## src/rtl/m_cond_issue_ctrl.sv

```systemverilog
`default_nettype none
// +--------------------------------------------------------------------------+
// | m_cond_issue_ctrl : issue-stage holding register that resolves e_cond    |
// | codes against NZCV once all in-flight flag writers retire.  Rev 1.0      |
// +--------------------------------------------------------------------------+
module m_cond_issue_ctrl #(
   parameter int MAX_INFLIGHT = 4,
   parameter int CNT_W        = $clog2(MAX_INFLIGHT + 1)
) (
   input  logic             clk,
   input  logic             reset,
   input  logic             in_valid,
   output logic             in_ready,
   input  logic [3:0]       in_cond,
   input  logic             in_sets_flags,
   input  logic [31:0]      in_instr,
   output logic             out_valid,
   input  logic             out_ready,
   output logic [31:0]      out_instr,
   output logic             out_execute,
   output logic             out_sets_flags,
   input  logic             flag_wr_valid,
   input  logic [3:0]       flag_wr,
   input  logic             flush,
   output logic             fault_nv,
   output logic [CNT_W-1:0] inflight
);

   localparam logic [1:0]       c_st_empty = 2'd0;
   localparam logic [1:0]       c_st_wait  = 2'd1;
   localparam logic [1:0]       c_st_valid = 2'd2;
   localparam logic [3:0]       c_cond_al  = 4'hE;
   localparam logic [3:0]       c_cond_nv  = 4'hF;
   localparam logic [CNT_W-1:0] c_max_cnt  = CNT_W'(MAX_INFLIGHT);
   localparam logic [CNT_W-1:0] c_cnt_one  = CNT_W'(1);

   logic [1:0]       r_state;
   logic [31:0]      r_instr;
   logic [3:0]       r_cond;
   logic             r_sets;
   logic             r_exec;
   logic [CNT_W-1:0] r_count;
   logic [3:0]       r_flags;
   logic             r_fault;

   logic [1:0]       w_state_nxt;
   logic             w_exec_nxt;
   logic             w_out_valid;
   logic             w_handoff;
   logic             w_in_ready;
   logic             w_capture;
   logic             w_inc;
   logic             w_dec;
   logic             w_cnt_zero;

   // Codes come in complementary pairs: the odd member inverts the even one.
   function automatic logic f_cond_true(input logic [3:0] cond, input logic [3:0] nzcv);
      logic n, z, c, v, base;
      {n, z, c, v} = nzcv;
      case (cond[3:1])
         3'd0:    base = z;
         3'd1:    base = c;
         3'd2:    base = n;
         3'd3:    base = v;
         3'd4:    base = c & ~z;
         3'd5:    base = ~(n ^ v);
         3'd6:    base = ~z & ~(n ^ v);
         default: base = 1'b1;
      endcase
      return base ^ cond[0];
   endfunction

   assign w_cnt_zero  = (r_count == '0);
   // An executed flag-setter may not leave while the writer window is full,
   // unless a retire frees a slot in the same cycle.
   assign w_out_valid = (r_state == c_st_valid) &&
                        !(r_exec && r_sets && (r_count == c_max_cnt) && !flag_wr_valid);
   assign w_handoff   = w_out_valid && out_ready;
   assign w_in_ready  = !reset && !flush && ((r_state == c_st_empty) || w_handoff);
   assign w_capture   = in_valid && w_in_ready;
   assign w_inc       = w_handoff && r_sets && r_exec;
   assign w_dec       = flag_wr_valid && !w_cnt_zero;

   always_comb begin
      w_state_nxt = r_state;
      w_exec_nxt  = r_exec;
      if (flush) begin
         w_state_nxt = c_st_empty;
      end else if (w_capture) begin
         if (in_cond == c_cond_al) begin
            w_state_nxt = c_st_valid;
            w_exec_nxt  = 1'b1;
         end else if (in_cond == c_cond_nv) begin
            w_state_nxt = c_st_valid;
            w_exec_nxt  = 1'b0;
         end else if (w_cnt_zero && !w_inc) begin
            w_state_nxt = c_st_valid;
            w_exec_nxt  = f_cond_true(in_cond, r_flags);
         end else begin
            w_state_nxt = c_st_wait;
            w_exec_nxt  = 1'b0;
         end
      end else if (w_handoff) begin
         w_state_nxt = c_st_empty;
      end else if ((r_state == c_st_wait) && w_cnt_zero) begin
         w_state_nxt = c_st_valid;
         w_exec_nxt  = f_cond_true(r_cond, r_flags);
      end
   end

   always_ff @(posedge clk) begin
      if (reset) begin
         r_state <= c_st_empty;
         r_instr <= '0;
         r_cond  <= '0;
         r_sets  <= 1'b0;
         r_exec  <= 1'b0;
         r_count <= '0;
         r_flags <= '0;
         r_fault <= 1'b0;
      end else begin
         r_state <= w_state_nxt;
         r_exec  <= w_exec_nxt;
         if (w_capture) begin
            r_instr <= in_instr;
            r_cond  <= in_cond;
            r_sets  <= in_sets_flags;
         end
         r_fault <= w_capture && (in_cond == c_cond_nv);
         if (flag_wr_valid) begin
            r_flags <= flag_wr;
         end
         if (w_inc && !w_dec) begin
            r_count <= r_count + c_cnt_one;
         end else if (w_dec && !w_inc) begin
            r_count <= r_count - c_cnt_one;
         end
      end
   end

   assign in_ready       = w_in_ready;
   assign out_valid      = w_out_valid;
   assign out_instr      = r_instr;
   assign out_execute    = r_exec;
   assign out_sets_flags = r_sets & r_exec;
   assign fault_nv       = r_fault;
   assign inflight       = r_count;

endmodule
`default_nettype wire

```

## config.mk

```make
export PLATFORM = sky130hd
export DESIGN_NAME = m_cond_issue_ctrl
export DESIGN_NICKNAME = d
export VERILOG_FILES = /design/src/rtl/m_cond_issue_ctrl.sv
export SDC_FILE = /design/constraint.sdc
export NUM_CORES = 1
export LEC_CHECK = 0
export BUFFER_PORTS_ARGS = -buffer_cell sky130_fd_sc_hd__buf_2
export CAP_MARGIN = 10
export CORE_ASPECT_RATIO = 1.2
export CORE_MARGIN = 2
export CORE_UTILIZATION = 51
export DETAILED_ROUTE_END_ITERATION = 12
export GPL_ROUTABILITY_DRIVEN = 0
export PLACE_DENSITY = 0.85
export SKIP_CTS_REPAIR_TIMING = 1
export SYNTH_ARGS = -nofsm -noshare
export SYNTH_HDL_FRONTEND = slang
export SYNTH_SLANG_ARGS = --single-unit
```

## constraint.sdc

```tcl
create_clock -name clk -period 5.8 [get_ports clk]
set_input_delay 0.29 -clock clk [delete_from_list [all_inputs] [get_ports clk]]
set_output_delay 0.29 -clock clk [all_outputs]
set_load 0.02 [all_outputs]
```

==> results_dict.tcl, run 1 <==
set metrics [dict create \
    numPortBuffers 86 \
    slew_headroom 0.216 \
    io_pins 87 \
    worst_slew_pin_slew_ns 1.18 \
    crit_type "register to register" \
    worst_slack_ns 3.40 \
    grt_pass1_wl_um 7420 \
    finalCoreUtilization 0.673 \
    cts-buffers-inserted 5 \
    r2r_cells 5 \
    start_util 0.525 \
    die_w_um 61.9 \
    syn_to_final_growth_pct 28.0 \
    worst_setup_path_end_kind "register" \
    grt_util_all_layers 0.212 \
    p_leak_nw 1.16 \
    grt_pass1_vias 1814 \
    ir_worst_vdd_uv 184 \
    required_ns 6.03 \
    finalSetupViolCount 0 \
    grt_antenna_before_repair 0 \
    dp_cells 377 \
    reg2reg_from "out_execute" \
    post-route-min-period_ns 2.40 \
    htree_levels 2 \
    num_vias 1974 \
    rows 25 \
    clock_skew_ns 0.00580 \
    clockRootBuffer "clkbuf_8" \
    first_pass_iters 4 \
    yosys_warnings 0 \
    finalSetupTns_ns 0 \
    reg2reg_slack_ns 3.40 \
    hold_class "primary input to register" \
    rsz0062_at_grt "no" \
    final_cell_mix "buf_2, nand2_1, dfxtp_1" \
    synth_cell_types 35 \
    grt_max_degree 51 \
    max_clock_freq_mhz 417 \
    period_share 0.413 \
    overflow 0 \
    final_cells 385 \
    finalHoldViolations 0 \
    drv_cap 0 \
    hold_depth 3 \
    die_area_mm2 0.00455 \
    r2r_end "out_instr[19]" \
    powerDensity_mw_per_mm2 333 \
    final_common_cell "buf_2" \
    syn_nets 302 \
    cts_tree "built" \
    dp_slack_ns 3.20 \
    totalWireLength_um 4670 \
    via_per_inst 5.13 \
    clk_pin_slew_ns 0.09 \
    clock-sinks 48 \
    wire_per_inst_um 12.1 \
    ys_seq_area_frac 0.468 \
    drt_iter0_markers 114 \
    nets 379 \
    startpoint_type "register" \
    diodes 0 \
    fp.dieH_um 73.5 \
    hp-start "in_instr[20]" \
    crit_path_max_fanout 40 \
    syn_avg_cell_area_um2 8.12 \
    drc 0 \
    drive_gt1_frac 0.302 \
    ctsLongestPathBuffers 2 \
    synthCells 253 \
    ant_nets 0 \
    synth-seq-cells 48 \
    outcome "finished, final reports clean" \
    clkLatencyLatePin_ns 0.30 \
    slew_violations 0 \
    dp_hpwl_um 3260 \
    holdPathEnd "out_instr[20]" \
    syn_area_mm2 0.00205 \
    coreArea_mm2 0.00391 \
    worstPathArrival_ns 2.62 \
]
-- synth_stat cells --
cell type  number  area share
o21ai_0         5       0.012
inv_1           3      0.0055
ha_1            1      0.0061
a21o_1          1      0.0037
clkbuf_1        6       0.011
o211ai_1        1      0.0037
mux2_2          1      0.0055
o21a_1          2      0.0073
buf_2           5       0.012
nand2b_1        4       0.012
buf_1           1      0.0018
nor4_2          1      0.0061
a31o_2          1      0.0043
xor2_1          3       0.013
xnor2_1         1      0.0043
mux4_2          1       0.011
or3_1           3      0.0091
a21oi_2         1      0.0043
dfxtp_1        48        0.47
mux2i_1         6       0.029
fa_1            1      0.0097
nor2_1         11       0.020
nor3b_1         5       0.018
buf_6           2       0.011
o31ai_1         2      0.0073
a311oi_1        2      0.0085
nand4_1         1      0.0030
a2111oi_0       2      0.0085
nor2b_1         5       0.015
a21oi_1        41        0.10
nor3_1          4      0.0097
or4_4           1      0.0055
a211oi_1        1      0.0037
buf_4           2      0.0073
nand2_1        78        0.14
-- sequential cells by signal (all words and copies together), names as in the netlist --
name         count
r_state          2
r_cond           4
out_execute      1
out_instr       32
fault_nv         1
inflight         3
r_sets           1
r_flags          4
-- through the flow --
stage / cell area [um^2] / power [mW] / hold slack, ns
2_1_floorplan: 2050 / 0.501 / 0.362
3_3_place_gp: 2470 / 0.550 / 0.443
3_5_place_dp: 2470 / 0.556 / 0.445
4_1_cts: 2630 / 0.881 / 0.215
5_1_grt: 2630 / 0.919 / 0.221
6_report: 2630 / 0.875 / 0.218
-- logic make-up after synthesis --
family | after synthesis | synth area share
simple gates | 113 | 0.242
compound gates | 59 | 0.163
flops | 48 | 0.468
buf+inv | 19 | 0.0487
mux | 8 | 0.0457
xor+xnor | 4 | 0.0171
fa+ha+maj | 2 | 0.0158
-- routing by layer --
metal / track usage / part of all wire
met1: 0.256 / 0.42
met2: 0.361 / 0.51
met3: 0.0511 / 0.062
met4: 0.0709 / 0.011
met5: 0 / 0
-- worst max-delay path, cell delays in order (launching register included) --
cell,delay [ns]
dfxtp_1,0.34
nand2_1,0.11
nor4_2,0.51
a21o_1,0.99
nand2_1,0.16
a21oi_1,0.19
-- worst max-delay path by stage --
stage | end | start | slack [ns]
2_1_floorplan | in_ready | flag_wr_valid | 3.43
6_report | out_instr[19] | out_execute | 3.40
3_3_place_gp | r_state[0] | reset | 3.19
5_1_grt | out_execute | out_execute | 3.07
4_1_cts | out_execute | inflight[0] | 3.37
3_5_place_dp | out_execute | reset | 3.20
-- power by group --
group | internal [mW] | total (mW) | switching, mW | leakage [nW]
sequential | 0.351 | 0.375 | 0.0242 | 0.391
clock | 0.215 | 0.328 | 0.112 | 0.0784
combinational | 0.0738 | 0.172 | 0.0986 | 0.689
-- area by class of cell --
cell class	count	area (um^2)
Clock inverter	3	90.1
Fill cell	345	1280
Tap cell	54	67.6
Inverter	3	11.3
Sequential cell	48	961
Timing Repair Buffer	86	430
Multi-Input combinational cell	186	1000
Clock buffer	5	68.8
(Power assumes the default switching activity.)
==> run 2: changes to the inputs <==
- ABC_AREA: unset -> 1
- CORE_UTILIZATION: 51 -> 44
- PLACE_DENSITY: 0.85 -> 0.75
- clock period: 5.8 -> 2.15 ns (I/O delays scaled with it)
==> results_dict.tcl, run 2 <==
set metrics [dict create \
    outcome "finished, final reports clean" \
    clock_skew_ns 0.00608 \
    worstPathArrival_ns 2.13 \
    io_pins 87 \
    final_common_cell "buf_2" \
    clockRootBuffer "clkbuf_8" \
    slew_headroom 0.673 \
    synth-seq-cells 48 \
    final_cell_mix "buf_2, nand2_1, dfxtp_1" \
    nets 422 \
    grt_util_all_layers 0.180 \
    worst_slew_pin_slew_ns 0.490 \
    die_area_mm2 0.00605 \
    diodes 0 \
    required_ns 2.34 \
    startpoint_type "register" \
    grt_max_degree 37 \
    period_share 0.905 \
    coreArea_mm2 0.00526 \
    largest_reg_flops 32 \
    dp_slack_ns 0.196 \
    powerDensity_mw_per_mm2 693 \
    finalHoldViolations 0 \
    clock-sinks 48 \
    crit_type "register to register" \
    synth_top_cells_by_area "dfxtp_1, nand2_4, nand3_1" \
    synth_largest_area_cell "dfxtp_1" \
    via_per_inst 5.00 \
    htree_levels 2 \
    fillCellCount 483 \
    cts-buffers-inserted 5 \
    p_leak_nw 1.33 \
    finalSetupViolCount 0 \
    p_total_mw 2.03 \
    finalSetupTns_ns 0 \
    yosys_warnings 0 \
    dp_hpwl_um 3770 \
    start_util 0.455 \
    ant_nets 0 \
    rows 29 \
    synthFlopType "dfxtp_1" \
    ir_worst_vdd_uv 361 \
    num_vias 2176 \
    hold_ws_ns 0.0708 \
    cts_tree "built" \
    ctsLongestPathBuffers 2 \
    post-route-min-period_ns 1.95 \
    max_clock_freq_mhz 514 \
    dp_cells 428 \
    final_cell_area_mm2 0.00293 \
    syn_nets 340 \
    fp.dieH_um 84.8 \
    synth.most_common_cell "nand2_1" \
    worst_setup_path_end_kind "register" \
    totalWireLength_um 5190 \
    syn_avg_cell_area_um2 8.23 \
    placed_cell_area_mm2 0.00286 \
    drc 0 \
    syn_area_mm2 0.00240 \
    drive_gt1_frac 0.399 \
    final_cells 435 \
    ys_seq_area_frac 0.401 \
    finalCoreUtilization 0.557 \
    multi_input_area_mm2 0.00122 \
    drt_iter0_markers 87 \
    rsz0062_at_grt "no" \
    drv_cap 0 \
    clk_pin_slew_ns 0.08 \
    wire_per_inst_um 11.9 \
    slew_violations 0 \
    synth_top_area_share 0.401 \
    synthCells 291 \
    first_pass_iters 4 \
    worst_slack_ns 0.205 \
    grt_antenna_before_repair 0 \
    synth-edff-count 0 \
    die_w_um 71.4 \
    clkLatencyLatePin_ns 0.29 \
    syn_to_final_growth_pct 22.4 \
    synthTopCellsByCount "nand2_1, dfxtp_1, nand3_1" \
    grt_pass1_vias 2138 \
    overflow 0 \
    crit_path_max_fanout 4 \
    numPortBuffers 86 \
    hold_class "primary input to register" \
    grt_pass1_wl_um 8800 \
    synth_cell_types 27 \
    regArea_um2 961 \
    async_reset_ff_frac 0 \
]
[run 2: worst paths after layout]
check / cells after the start / endpoint / from / slack (ns)
setup / recovery: 11 / inflight[2] / inflight[0] / 0.20
hold / removal: 3 / out_instr[26] / in_instr[26] / 0.07
setup reg to reg: 11 / inflight[2] / inflight[0] / 0.20
hold reg to reg: 2 / out_instr[26] / out_instr[26] / 0.46
[run 2: layer usage]
metal / vias up / GRT usage / wire, um
met1: 983 / 0.207 / 2290
met4: 0 / 0.0703 / 77
met3: 8 / 0.0618 / 359
met5: - / 0 / 0
met2: 67 / 0.303 / 2470
li1: 1118 / - / -
[run 2: final cells by class]
cell class                      count  share of cell area
Multi-Input combinational cell    199               0.416
Sequential cell                    48               0.328
Timing Repair Buffer               91               0.168
Inverter                           28              0.0358
Tap cell                           62              0.0265
Clock buffer                        6              0.0247
Clock inverter                      1             0.00171
[run 2: report_power, final]
group / switching [mW] / total (mW) / internal [mW]
clock network: 0.276 / 0.498 / 0.222
registers: 0.0620 / 1.01 / 0.947
logic: 0.326 / 0.525 / 0.199
total: 0.664 / 2.03 / 1.37
[run 2: critical path, cell delays in order, from the launching register on]
cell	delay, ns
dfxtp_1	0.47
nor2_4	0.08
nand2_1	0.07
nand4_1	0.10
inv_1	0.09
ha_1	0.14
inv_1	0.07
fa_1	0.37
a21oi_1	0.14
o21ai_0	0.11
o21ai_0	0.16
a21oi_1	0.05
[run 2: cells by family (layout without fill, tap and decap cells)]
| logic type | count (synthesis) | in the layout | share of synthesized area |
|---|---|---|---|
| compound gates | 62 | 62 | 0.166 |
| xor+xnor | 3 | 3 | 0.0110 |
| fa+ha+maj | 2 | 2 | 0.0136 |
| buf+inv | 44 | 126 | 0.0935 |
| flops | 48 | 48 | 0.401 |
| simple gates | 132 | 132 | 0.315 |
